===== config.mk =====
export PLATFORM = sky130hd
export DESIGN_NAME = frame_streamer_flat
export DESIGN_NICKNAME = d
export VERILOG_FILES = /design/src/rtl/frame_streamer_if.sv /design/src/rtl/frame_streamer.sv /design/src/flat_wrapper.sv
export SDC_FILE = /design/constraint.sdc
export NUM_CORES = 1
export LEC_CHECK = 0
export ABC_AREA = 1
export BUFFER_PORTS_ARGS = -buffer_cell sky130_fd_sc_hd__clkbuf_2
export CAP_MARGIN = 20
export CORE_UTILIZATION = 60
export CTS_CLUSTER_SIZE = 40
export DETAILED_ROUTE_END_ITERATION = 8
export PLACE_DENSITY = 0.77
export SKIP_CTS_REPAIR_TIMING = 1
export SLEW_MARGIN = 15
export SYNTH_ARGS = -nofsm -noshare
export SYNTH_HDL_FRONTEND = slang
export SYNTH_SLANG_ARGS = --single-unit

===== constraint.sdc =====
create_clock -name clk -period 3.3 [get_ports clk]
set_input_delay 0.825 -clock clk [delete_from_list [all_inputs] [get_ports clk]]
set_output_delay 0.825 -clock clk [all_outputs]
set_load 0.01 [all_outputs]

===== src/rtl/frame_streamer_if.sv =====
// ============================================================================
// frame_streamer_if : pixel stream with line/frame markers and valid/ready
// Rev 1.0
// ============================================================================
`default_nettype none

interface frame_streamer_if;
    logic [23:0] data;
    logic        eol;
    logic        eof;
    logic        valid;
    logic        ready;

    modport master (output data, eol, eof, valid, input ready);
    modport slave  (input data, eol, eof, valid, output ready);
endinterface

`default_nettype wire


===== src/rtl/frame_streamer.sv =====
// ============================================================================
// frame_streamer : captures one SRAM frame after an adapter wrap and streams
//                  it through a small FIFO. Macro STREAM_GRAY_EN stores luma.
// Rev 1.0
// ============================================================================
`default_nettype none

module frame_streamer #(
    parameter int IMG_DIM = 1024,
    parameter int FIFO_AW = 4
) (
    input  wire               clk,
    input  wire               rst,
    input  wire               start,
    input  wire        [23:0] pix_in,
    input  wire               done_in,
    frame_streamer_if.master  m,
    output logic              busy,
    output logic              overflow,
    output logic              frame_done
);

    localparam logic [9:0]         c_last  = 10'(IMG_DIM - 1);
    localparam logic [FIFO_AW:0]   c_depth = (FIFO_AW + 1)'(2 ** FIFO_AW);

    typedef enum logic [1:0] {
        ST_IDLE   = 2'd0,
        ST_SYNC   = 2'd1,
        ST_STREAM = 2'd2,
        ST_DRAIN  = 2'd3
    } state_t;

    state_t              r_state;
    logic [9:0]          r_col;
    logic [9:0]          r_row;
    logic [25:0]         r_mem [0:(2**FIFO_AW)-1];
    logic [FIFO_AW-1:0]  r_wr_ptr;
    logic [FIFO_AW-1:0]  r_rd_ptr;
    logic [FIFO_AW:0]    r_count;

    logic        w_empty;
    logic        w_full;
    logic        w_pop;
    logic        w_push_req;
    logic        w_push;
    logic        w_drop;
    logic        w_eol;
    logic        w_eof;
    logic [23:0] w_pix;
    logic [25:0] w_head;

`ifdef STREAM_GRAY_EN
    logic [15:0] w_luma;
    assign w_luma = 16'd77  * {8'd0, pix_in[23:16]}
                  + 16'd150 * {8'd0, pix_in[15:8]}
                  + 16'd29  * {8'd0, pix_in[7:0]};
    assign w_pix  = {3{w_luma[15:8]}};
`else
    assign w_pix  = pix_in;
`endif

    assign w_eol      = (r_col == c_last);
    assign w_eof      = w_eol && (r_row == c_last);
    assign w_empty    = (r_count == '0);
    assign w_full     = (r_count == c_depth);
    assign w_pop      = !w_empty && m.ready;
    assign w_push_req = (r_state == ST_STREAM);
    // A full FIFO still takes the pixel when the head leaves in the same cycle.
    assign w_push     = w_push_req && (!w_full || w_pop);
    assign w_drop     = w_push_req && !w_push;

    // Head entry is shown only while valid so the bus reads zero when empty.
    assign w_head  = w_empty ? 26'd0 : r_mem[r_rd_ptr];
    assign m.valid = !w_empty;
    assign m.eof   = w_head[25];
    assign m.eol   = w_head[24];
    assign m.data  = w_head[23:0];

    always_ff @(posedge clk) begin
        if (w_push) begin
            r_mem[r_wr_ptr] <= {w_eof, w_eol, w_pix};
        end
    end

    always_ff @(posedge clk or negedge rst) begin
        if (!rst) begin
            r_wr_ptr <= '0;
            r_rd_ptr <= '0;
            r_count  <= '0;
        end else begin
            if (w_push) begin
                r_wr_ptr <= r_wr_ptr + 1'b1;
            end
            if (w_pop) begin
                r_rd_ptr <= r_rd_ptr + 1'b1;
            end
            case ({w_push, w_pop})
                2'b10:   r_count <= r_count + 1'b1;
                2'b01:   r_count <= r_count - 1'b1;
                default: r_count <= r_count;
            endcase
        end
    end

    always_ff @(posedge clk or negedge rst) begin
        if (!rst) begin
            r_state    <= ST_IDLE;
            r_col      <= '0;
            r_row      <= '0;
            busy       <= 1'b0;
            overflow   <= 1'b0;
            frame_done <= 1'b0;
        end else begin
            frame_done <= 1'b0;
            if (w_drop) begin
                overflow <= 1'b1;
            end
            case (r_state)
                ST_IDLE: begin
                    if (start) begin
                        r_state  <= ST_SYNC;
                        busy     <= 1'b1;
                        overflow <= 1'b0;
                        r_col    <= '0;
                        r_row    <= '0;
                    end
                end
                ST_SYNC: begin
                    if (done_in) begin
                        r_state <= ST_STREAM;
                    end
                end
                ST_STREAM: begin
                    // Counters advance on every capture, dropped or not.
                    if (w_eol) begin
                        r_col <= '0;
                        r_row <= w_eof ? 10'd0 : r_row + 10'd1;
                    end else begin
                        r_col <= r_col + 10'd1;
                    end
                    if (w_eof) begin
                        r_state <= ST_DRAIN;
                    end
                end
                ST_DRAIN: begin
                    if (w_empty) begin
                        r_state    <= ST_IDLE;
                        busy       <= 1'b0;
                        frame_done <= 1'b1;
                    end
                end
                default: begin
                    r_state <= ST_IDLE;
                    busy    <= 1'b0;
                end
            endcase
        end
    end

endmodule

`default_nettype wire


===== src/flat_wrapper.sv =====
// flat-port wrapper written by rule: the top's interface ports become plain ports
module frame_streamer_flat 
#(
    parameter int IMG_DIM = 1024,
    parameter int FIFO_AW = 4
)
  (clk, rst, start, pix_in, done_in, busy, overflow, frame_done, m_data, m_eol, m_eof, m_valid, m_ready);
  frame_streamer_if m_i ();
  input  wire clk;
  input  wire rst;
  input  wire start;
  input  wire        [23:0] pix_in;
  input  wire done_in;
  output logic busy;
  output logic overflow;
  output logic frame_done;
  output wire logic [$bits(m_i.data)-1:0] m_data;
  output wire logic [$bits(m_i.eol)-1:0] m_eol;
  output wire logic [$bits(m_i.eof)-1:0] m_eof;
  output wire logic [$bits(m_i.valid)-1:0] m_valid;
  input wire logic [$bits(m_i.ready)-1:0] m_ready;
  assign m_data = m_i.data;
  assign m_eol = m_i.eol;
  assign m_eof = m_i.eof;
  assign m_valid = m_i.valid;
  assign m_i.ready = m_ready;
  frame_streamer #(.IMG_DIM(IMG_DIM), .FIFO_AW(FIFO_AW)) u_core (.clk(clk), .rst(rst), .start(start), .pix_in(pix_in), .done_in(done_in), .m(m_i), .busy(busy), .overflow(overflow), .frame_done(frame_done));
endmodule

==> flow_results.xml, run 1 <==
<?xml version="1.0" encoding="UTF-8"?>
<metrics>
  <group name="run_status">
    <metric name="outcome" unit="">finished clean</metric>
  </group>
  <group name="setup_path">
    <metric name="reg2reg_path_depth" unit="">7</metric>
    <metric name="crit_path_max_incr_delay" unit="ns">0.44</metric>
    <metric name="worstReg2RegEnd" unit="">u_core.r_mem[4][24]</metric>
    <metric name="timing.critical_path.arrival" unit="ns">2.41</metric>
    <metric name="critPathLaunchType" unit="">register</metric>
    <metric name="cpMaxStageDelayCell" unit="">sky130_fd_sc_hd__dfrtp_4</metric>
    <metric name="crit_type" unit="">register to output port</metric>
    <metric name="startpoint_of_the_worst_register_to_register_path" unit="">u_core.r_state[0]</metric>
    <metric name="crit_path_cells" unit="">clkinv_2 &gt; buf_12 &gt; nand3_1 &gt; nand3_1 &gt; nand2_1 &gt; nand2_1 &gt; a21oi_1 &gt; clkbuf_2</metric>
    <metric name="endpoint_kind" unit="">output port</metric>
    <metric name="worst-r2r-setup-slack" unit="ns">0.85</metric>
    <metric name="critical_path.max_fanout" unit="">53</metric>
    <metric name="critical_path_required" unit="ns">2.47</metric>
  </group>
  <group name="power_and_ir_drop">
    <metric name="combinational_fraction_of_design_power" unit="%">36.0</metric>
    <metric name="power-per-cell-area" unit="mW/mm^2">870</metric>
    <metric name="power.total" unit="uW">18900</metric>
    <metric name="power.sequential.fraction" unit="%">37.2</metric>
    <metric name="power.switching" unit="uW">6960</metric>
    <metric name="power.share.clock" unit="%">26.9</metric>
    <metric name="power.ir.vdd_worst" unit="mV">0.605</metric>
    <metric name="leakage_power" unit="uW">0.00819</metric>
    <metric name="p_int" unit="uW">11900</metric>
    <metric name="p_sw_share" unit="%">36.9</metric>
  </group>
  <group name="route">
    <metric name="postRouteWirelength" unit="mm">45.3</metric>
    <metric name="wire_per_inst" unit="um">20.9</metric>
    <metric name="antenna_nets_post_route" unit="">0</metric>
    <metric name="via_per_inst" unit="">6.01</metric>
    <metric name="drc_marker_count_from_the_first_detailed_route_iteration" unit="">1276</metric>
    <metric name="1st_pass_router_iterations" unit="">5</metric>
    <metric name="drc" unit="">0</metric>
    <metric name="routed-via-count" unit="">13000</metric>
  </group>
  <group name="placement">
    <metric name="detailed_place_hpwl" unit="mm">22.6</metric>
    <metric name="buffer_ports.inserted" unit="">58</metric>
    <metric name="gp_congestion" unit="">0.797</metric>
    <metric name="dpl.cell_count" unit="">2073</metric>
  </group>
  <group name="timing">
    <metric name="worstMarginPinSlew" unit="ns">0.682</metric>
    <metric name="unrepaired_setup_endpoints_after_global_routing" unit="">no</metric>
    <metric name="final-max-slew-violation-count" unit="">0</metric>
    <metric name="hold_violations" unit="">0</metric>
    <metric name="finalSetupViolations" unit="">0</metric>
    <metric name="max_freq" unit="GHz">0.309</metric>
    <metric name="final_min_period_over_clock_period" unit="%">98.1</metric>
    <metric name="worst_hold_slack_after_final_layout" unit="ns">0.163</metric>
    <metric name="relSlewSlack" unit="%">54.5</metric>
    <metric name="post-route-min-period" unit="ns">3.24</metric>
    <metric name="finClkSkew" unit="ns">0.0187</metric>
  </group>
  <group name="clock_tree">
    <metric name="clkSlewWorstSetupHoldPaths" unit="ns">0.06</metric>
    <metric name="clock_latency_reported_for_the_late_side_of_the_worst_skew_pair" unit="ns">0.56</metric>
    <metric name="cts_inserted_buffers" unit="">46</metric>
    <metric name="cts-root-buf" unit="">sky130_fd_sc_hd__clkbuf_16</metric>
    <metric name="tritoncts" unit="">done</metric>
    <metric name="tritoncts_num_sinks" unit="">454</metric>
    <metric name="cts.htree.levels" unit="">2</metric>
    <metric name="ctsLongestPathBuffers" unit="">3</metric>
  </group>
  <group name="synthesis">
    <metric name="ys.warnings.count" unit="">0</metric>
    <metric name="synthTopCellsByArea" unit="">sky130_fd_sc_hd__edfxtp_1 66%, sky130_fd_sc_hd__nand2_1 12%, sky130_fd_sc_hd__nand3_1 8.7%, sky130_fd_sc_hd__dfrtp_1 5.0%, sky130_fd_sc_hd__buf_2 1.5%</metric>
    <metric name="syn_avg_cell_area" unit="um^2">11.4</metric>
    <metric name="ys.flop_type" unit="">sky130_fd_sc_hd__edfxtp_1</metric>
    <metric name="synth_edf_count" unit="">416</metric>
    <metric name="synth_largest_area_cell" unit="">sky130_fd_sc_hd__edfxtp_1</metric>
    <metric name="syn_area" unit="mm^2">0.0190</metric>
    <metric name="synth_fp_nets" unit="">1716</metric>
    <metric name="synthesis.instances" unit="">1672</metric>
    <metric name="asyncSetResetFlopFracSynth" unit="%">8.37</metric>
    <metric name="synth-seq-cells" unit="">454</metric>
    <metric name="post-synth-top-area-fraction" unit="%">65.7</metric>
    <metric name="synth_cell_type_count" unit="">36</metric>
    <metric name="synth.yosys.seq_area_share" unit="%">70.7</metric>
  </group>
  <group name="cells_and_area">
    <metric name="antenna_cells_inserted" unit="">0</metric>
    <metric name="drive_above_1_share" unit="%">12.6</metric>
    <metric name="leading_cell_type_in_the_layout_fill_and_taps_excluded" unit="">sky130_fd_sc_hd__nand2_1</metric>
    <metric name="final_nets" unit="">1779</metric>
    <metric name="final_util" unit="%">70.1</metric>
    <metric name="synth_to_final_area_change" unit="%">13.9</metric>
    <metric name="finish.cell_count_without_fillers" unit="">2168</metric>
    <metric name="top_library_cells_by_usage_in_the_layout_fill_and_taps_aside" unit="">597 x sky130_fd_sc_hd__nand2_1, 416 x sky130_fd_sc_hd__edfxtp_1, 329 x sky130_fd_sc_hd__nand3_1</metric>
  </group>
  <group name="floorplan">
    <metric name="fp-row-count" unit="">64</metric>
    <metric name="core_area" unit="mm^2">0.0309</metric>
    <metric name="die_span_y" unit="um">180</metric>
    <metric name="initial_utilization" unit="%">61.5</metric>
    <metric name="design.portCount" unit="">59</metric>
    <metric name="dieArea" unit="mm^2">0.0324</metric>
    <metric name="die_w" unit="um">180</metric>
  </group>
  <group name="grt">
    <metric name="gr-usage-all-layers" unit="%">27.4</metric>
    <metric name="grt_overflow_total" unit="">0</metric>
    <metric name="grt_pass1_vias" unit="">12500</metric>
    <metric name="grt_antenna_before_repair" unit="">0</metric>
    <metric name="maximum_number_of_pins_on_one_net_before_global_route_repair" unit="">107</metric>
    <metric name="grt_pass1_wl" unit="mm">68.2</metric>
  </group>
  <group name="run">
    <metric name="drv_cap" unit="">0</metric>
  </group>
  <group name="min_path">
    <metric name="worstHoldPathType" unit="">primary input to asynchronous set/reset pin</metric>
  </group>
</metrics>
==> final cells by class <==
cell class	count	area [um^2]
clock inverters	25	238
multi-input cells	1084	5040
inverters	43	180
clock buffers	60	1230
flip-flops and latches	454	13500
repair buffers	105	1020
fillers	2010	9240
well taps	396	495
repair inverters	1	8.76
==> worst max-delay path by stage <==
| stage | startpoint | to | slack [ns] | cells past startpoint |
|---|---|---|---|---|
| floorplan | m_ready | u_core.r_mem[11][0] | 0.44 | 8 |
| global placement | u_core.r_rd_ptr[0] | m_data[12] | 0.48 | 9 |
| detailed placement | u_core.r_rd_ptr[0] | m_data[12] | 0.48 | 9 |
| CTS | u_core.r_rd_ptr[0] | m_data[6] | -0.13 | 9 |
| global route | u_core.r_rd_ptr[1] | m_data[6] | 0.01 | 8 |
| finish | u_core.r_rd_ptr[1] | m_data[7] | 0.06 | 8 |
==> sequential cells by signal (all words and copies together), names as in the netlist <==
| register | count |
|---|---|
| u_core.r_mem | 416 |
| u_core.r_col | 10 |
| u_core.r_row | 10 |
| u_core.r_count | 5 |
| u_core.r_rd_ptr | 4 |
| u_core.r_wr_ptr | 4 |
| u_core.r_state | 2 |
| u_core.busy | 1 |
| u_core.frame_done | 1 |
| u_core.overflow | 1 |
==> cell families after synthesis <==
group	count (synthesis)	share of synthesized area, %
and+or+nand+nor	995	22.4
DFF	454	70.7
buffers and inverters	134	3.49
AOI/OAI and AO/OA	60	1.72
adders and majority gates	15	1.03
xor gates and xnor gates	14	0.645
==> worst max-delay path, delay by kind of cell, from the launching register on <==
kind            cells  cell delay [ns]
buf+inv             3             0.77
compound gates      1             0.25
flops               1             0.44
simple gates        4             0.36
==> power groups by stage <==
stage          combinational, uW  clock [uW]  sequential (uW)
6_report                    6790        5070             7010
3_5_place_dp                6360           0             7130
5_1_grt                     7450        5320             7030
3_3_place_gp                6210           0             7110
2_1_floorplan               4480           0             6970
4_1_cts                     6420        5110             7010
==> synthesized netlist by cell type, types with 2 or more instances <==
cell type                  instances
sky130_fd_sc_hd__edfxtp_1        416
sky130_fd_sc_hd__dfrtp_1          38
sky130_fd_sc_hd__o21ai_1           8
sky130_fd_sc_hd__nand2_4           3
sky130_fd_sc_hd__clkbuf_1         12
sky130_fd_sc_hd__nand3_2           3
sky130_fd_sc_hd__nor3_1            2
sky130_fd_sc_hd__xor2_1           13
sky130_fd_sc_hd__nand2_2           2
sky130_fd_sc_hd__nand4_1           7
sky130_fd_sc_hd__nand3_1         329
sky130_fd_sc_hd__a21oi_1          35
sky130_fd_sc_hd__buf_6             6
sky130_fd_sc_hd__inv_2             7
sky130_fd_sc_hd__buf_2            56
sky130_fd_sc_hd__nand3b_1          2
sky130_fd_sc_hd__inv_4             2
sky130_fd_sc_hd__nor3b_1           2
sky130_fd_sc_hd__nand2_1         597
sky130_fd_sc_hd__inv_1            33
sky130_fd_sc_hd__o21ai_2           2
sky130_fd_sc_hd__nor2_1           39
sky130_fd_sc_hd__ha_1             14
sky130_fd_sc_hd__buf_4            11
sky130_fd_sc_hd__o21bai_1          2
sky130_fd_sc_hd__buf_1             6
sky130_fd_sc_hd__or2_2             4
sky130_fd_sc_hd__o21ai_0          11
sky130_fd_sc_hd__nor2_2            3
==> through the flow <==
stage | setup TNS, ns | setup slack [ns] | instance area [um^2]
6_report | 0 | 0.0623 | 21700
5_1_grt | 0 | 0.0140 | 21700
4_1_cts | -0.805 | -0.130 | 21500
3_5_place_dp | 0 | 0.477 | 20000
3_3_place_gp | 0 | 0.480 | 20000
2_1_floorplan | 0 | 0.444 | 19000
==> routing by layer <==
metal | routed length [um] | global-route usage (%) | vias to the layer above
met4 | 1310 | 9.95 | 0
met5 | 0 | 0 | -
met3 | 4400 | 4.39 | 111
met2 | 21900 | 45.2 | 739
li1 | - | - | 5935
met1 | 17600 | 37.4 | 6243
No activity file was read; power rests on OpenSTA's default activity.
==> run 2: changes to the inputs <==
--- a/config.mk
+++ b/config.mk
@@ -5,7 +5,6 @@
 export SDC_FILE = /design/constraint.sdc
 export NUM_CORES = 1
 export LEC_CHECK = 0
-export ABC_AREA = 1
 export BUFFER_PORTS_ARGS = -buffer_cell sky130_fd_sc_hd__clkbuf_2
 export CAP_MARGIN = 20
 export CORE_UTILIZATION = 60
==> run 2 against run 1 <==
  * Clock power down 6.3%
  * Via count fell by 32%
  * Critical path depth is 2 lower
  * Register-to-register slack got worse by 0.43 ns
  * Cell count fell by 36%
  * Sequential power rose by 3.9%
  * Total power fell by 7.5%
  * Critical endpoint is now m_data[12]
  * Highest routed layer unchanged
==> flow_results.xml, run 2 <==
<?xml version="1.0" encoding="UTF-8"?>
<metrics>
  <group name="timing">
    <metric name="finalSetupViolations" unit="">0</metric>
    <metric name="worstMarginPinSlew" unit="ns">0.979</metric>
    <metric name="relSlewSlack" unit="%">34.7</metric>
    <metric name="hold_violations" unit="">0</metric>
    <metric name="final_min_period_over_clock_period" unit="%">97.8</metric>
    <metric name="unrepaired_setup_endpoints_after_global_routing" unit="">yes</metric>
    <metric name="final-max-slew-violation-count" unit="">0</metric>
    <metric name="setup_total_negative_slack" unit="ns">0</metric>
    <metric name="max_freq" unit="GHz">0.310</metric>
    <metric name="post-route-min-period" unit="ns">3.23</metric>
    <metric name="finClkSkew" unit="ns">0.0190</metric>
  </group>
  <group name="power_and_ir_drop">
    <metric name="combinational_fraction_of_design_power" unit="%">31.0</metric>
    <metric name="power.total" unit="uW">17400</metric>
    <metric name="p_int" unit="uW">12200</metric>
    <metric name="p_sw_share" unit="%">29.9</metric>
    <metric name="leakage_power" unit="uW">0.00700</metric>
    <metric name="power.share.clock" unit="%">27.2</metric>
    <metric name="power.ir.vdd_worst" unit="mV">0.585</metric>
    <metric name="power.switching" unit="uW">5220</metric>
    <metric name="power.sequential.fraction" unit="%">41.8</metric>
    <metric name="power-per-cell-area" unit="mW/mm^2">851</metric>
  </group>
  <group name="clock_tree">
    <metric name="clkSlewWorstSetupHoldPaths" unit="ns">0.06</metric>
    <metric name="ctsLongestPathBuffers" unit="">3</metric>
    <metric name="cts_inserted_buffers" unit="">45</metric>
    <metric name="tritoncts" unit="">done</metric>
    <metric name="tritoncts_num_sinks" unit="">454</metric>
    <metric name="clock_latency_reported_for_the_late_side_of_the_worst_skew_pair" unit="ns">0.54</metric>
    <metric name="cts.htree.levels" unit="">2</metric>
    <metric name="cts-root-buf" unit="">sky130_fd_sc_hd__clkbuf_16</metric>
  </group>
  <group name="floorplan">
    <metric name="fp-row-count" unit="">62</metric>
    <metric name="initial_utilization" unit="%">61.7</metric>
    <metric name="core_area" unit="mm^2">0.0290</metric>
    <metric name="die_w" unit="um">175</metric>
    <metric name="dieArea" unit="mm^2">0.0305</metric>
    <metric name="die_span_y" unit="um">175</metric>
    <metric name="design.portCount" unit="">59</metric>
  </group>
  <group name="synthesis">
    <metric name="synth-seq-cells" unit="">454</metric>
    <metric name="synth.yosys.seq_area_share" unit="%">75.1</metric>
    <metric name="syn_area" unit="mm^2">0.0179</metric>
    <metric name="synthTopCellsByArea" unit="">sky130_fd_sc_hd__edfxtp_1 70%, sky130_fd_sc_hd__mux4_2 13%, sky130_fd_sc_hd__dfrtp_1 5.3%, sky130_fd_sc_hd__mux2i_1 3.1%, sky130_fd_sc_hd__ha_1 0.98%</metric>
    <metric name="synth_edf_count" unit="">416</metric>
    <metric name="ys.warnings.count" unit="">0</metric>
    <metric name="post-synth-top-count-cell" unit="">sky130_fd_sc_hd__edfxtp_1</metric>
    <metric name="asyncSetResetFlopFracSynth" unit="%">8.37</metric>
    <metric name="synthesis.instances" unit="">858</metric>
    <metric name="syn_avg_cell_area" unit="um^2">20.9</metric>
    <metric name="ys.flop_type" unit="">sky130_fd_sc_hd__edfxtp_1</metric>
    <metric name="synth_fp_nets" unit="">902</metric>
    <metric name="synth_largest_area_cell" unit="">sky130_fd_sc_hd__edfxtp_1</metric>
    <metric name="post-synth-top-area-fraction" unit="%">69.8</metric>
    <metric name="synth_top_cells_by_count" unit="">416 x sky130_fd_sc_hd__edfxtp_1, 104 x sky130_fd_sc_hd__mux4_2, 56 x sky130_fd_sc_hd__mux2i_1</metric>
    <metric name="synth_cell_type_count" unit="">50</metric>
  </group>
  <group name="setup_path">
    <metric name="crit_type" unit="">register to output port</metric>
    <metric name="critical_path.max_fanout" unit="">14</metric>
    <metric name="timing.critical_path.arrival" unit="ns">2.40</metric>
    <metric name="cp.buffers_inverters" unit="">3</metric>
    <metric name="path_delay_family" unit="">multiplexers</metric>
    <metric name="endpoint_kind" unit="">output port</metric>
    <metric name="cpMaxStageDelayCell" unit="">sky130_fd_sc_hd__mux4_2</metric>
    <metric name="crit_path_cells" unit="">buf_16 &gt; buf_12 &gt; mux4_2 &gt; mux2i_1 &gt; o22ai_2 &gt; clkbuf_2</metric>
    <metric name="critical_path_required" unit="ns">2.47</metric>
    <metric name="crit_path_max_incr_delay" unit="ns">0.54</metric>
    <metric name="critPathLaunchType" unit="">register</metric>
  </group>
  <group name="grt">
    <metric name="grt_overflow_total" unit="">0</metric>
    <metric name="grt_pass1_vias" unit="">9195</metric>
    <metric name="gr-usage-all-layers" unit="%">24.4</metric>
    <metric name="maximum_number_of_pins_on_one_net_before_global_route_repair" unit="">51</metric>
    <metric name="grt_antenna_before_repair" unit="">0</metric>
    <metric name="grt_pass1_wl" unit="mm">54.8</metric>
  </group>
  <group name="cells_and_area">
    <metric name="leading_cell_type_in_the_layout_fill_and_taps_excluded" unit="">sky130_fd_sc_hd__edfxtp_1</metric>
    <metric name="finish.cell_count_without_fillers" unit="">1387</metric>
    <metric name="top_register" unit="">u_core.r_mem</metric>
    <metric name="number_of_flip_flops_in_the_largest_register" unit="">416</metric>
    <metric name="drive_above_1_share" unit="%">30.0</metric>
    <metric name="synth_to_final_area_change" unit="%">14.5</metric>
    <metric name="final_util" unit="%">70.6</metric>
    <metric name="final_nets" unit="">1013</metric>
    <metric name="biggestRegsByFlops" unit="">u_core.r_mem x416, u_core.r_col x10, u_core.r_row x10</metric>
    <metric name="antenna_cells_inserted" unit="">0</metric>
    <metric name="top_library_cells_by_usage_in_the_layout_fill_and_taps_aside" unit="">416 x sky130_fd_sc_hd__edfxtp_1, 104 x sky130_fd_sc_hd__mux4_2, 58 x sky130_fd_sc_hd__clkbuf_2</metric>
  </group>
  <group name="route">
    <metric name="routed-via-count" unit="">8818</metric>
    <metric name="drc_marker_count_from_the_first_detailed_route_iteration" unit="">975</metric>
    <metric name="drc" unit="">0</metric>
    <metric name="1st_pass_router_iterations" unit="">5</metric>
    <metric name="wire_per_inst" unit="um">26.6</metric>
    <metric name="via_per_inst" unit="">6.36</metric>
    <metric name="postRouteWirelength" unit="mm">36.8</metric>
    <metric name="antenna_nets_post_route" unit="">0</metric>
  </group>
  <group name="run_status">
    <metric name="outcome" unit="">finished clean</metric>
  </group>
  <group name="min_path">
    <metric name="worstHoldPathType" unit="">primary input to asynchronous set/reset pin</metric>
  </group>
  <group name="placement">
    <metric name="buffer_ports.inserted" unit="">58</metric>
    <metric name="detailed_place_hpwl" unit="mm">19.6</metric>
    <metric name="gp_congestion" unit="">0.725</metric>
    <metric name="dpl.cell_count" unit="">1299</metric>
  </group>
  <group name="run">
    <metric name="drv_cap" unit="">0</metric>
  </group>
</metrics>
-- run 2: changes by cell type in the layout (fill, tap and decap cells not counted), sizes merged, moves of 4 or more --
cell,before,now
nand2,602,13
nand3,333,10
mux4,0,104
mux2i,0,56
a21oi,36,7
inv,44,17
o22ai,0,26
nor2,43,22
and2,0,19
o21ai,22,10
xnor2,1,11
mux2,0,4
or2,4,0
-- run 2: cell families (layout without fill, tap and decap cells) --
logic type,after synthesis,in the layout,synth area share (%)
multiplexers,164,164,16.5
flip-flops,454,454,75.1
AO/OA/AOI/OAI,55,55,2.09
buffers and inverters,54,199,1.27
AND/OR/NAND/NOR,94,94,2.87
XOR/XNOR,22,22,1.08
adder cells (fa/ha/maj),15,15,1.09
-- run 2: routing by layer --
metal  global-route usage, %  share of wire [%]  routed length [um]  vias to the layer above
li1                        -                  -                   -                     3752
met1                    34.4                 41               14900                     4597
met2                    39.8                 50               18600                      410
met3                    4.33                7.1                2610                       59
met4                    7.21                1.9                 713                        0
met5                       0                  0                   0                        -
-- run 2: path summary, 6_finish.rpt --
| check | from | end | slack [ns] | cells past startpoint |
|---|---|---|---|---|
| max | u_core.r_rd_ptr[0] | m_data[12] | 0.07 | 6 |
| min | rst | u_core.r_col[1] | 0.45 | 1 |
| max reg2reg | u_core.r_count[0] | u_core.r_count[4] | 0.42 | 9 |
| min reg2reg | u_core.r_col[9] | u_core.r_col[9] | 0.48 | 1 |
| max in group asynchronous | rst | u_core.r_rd_ptr[0] | 2.14 | 1 |
| min in group clk | u_core.r_col[9] | u_core.r_col[9] | 0.48 | 1 |
-- run 2: power groups by stage --
stage / clock network (uW) / logic [uW] / registers (uW)
after CTS: 4810 / 5200 / 7310
after global placement: 0 / 5050 / 7380
final: 4750 / 5410 / 7280
after global routing: 5010 / 5800 / 7330
after detailed placement: 0 / 5150 / 7420
after floorplan: 0 / 3700 / 7090
-- run 2: final cells by class --
| class | instances | area, um^2 |
|---|---|---|
| sequential | 454 | 13500 |
| fill | 1729 | 8520 |
| multi-input combinational | 350 | 4260 |
| clock buffer | 59 | 1200 |
| timing repair buffer | 103 | 877 |
| tap | 384 | 480 |
| clock inverter | 22 | 165 |
| inverter | 15 | 56.3 |
-- run 2: through the flow --
| stage | area, um^2 | setup WS [ns] | hold slack [ns] |
|---|---|---|---|
| after floorplan | 17900 | 0.610 | 0.444 |
| after global placement | 19000 | 0.411 | 0.465 |
| after detailed placement | 19000 | 0.338 | 0.479 |
| after CTS | 20300 | -0.170 | 0.466 |
| after global routing | 20500 | -0.0212 | 0.509 |
| final | 20500 | 0.0725 | 0.447 |
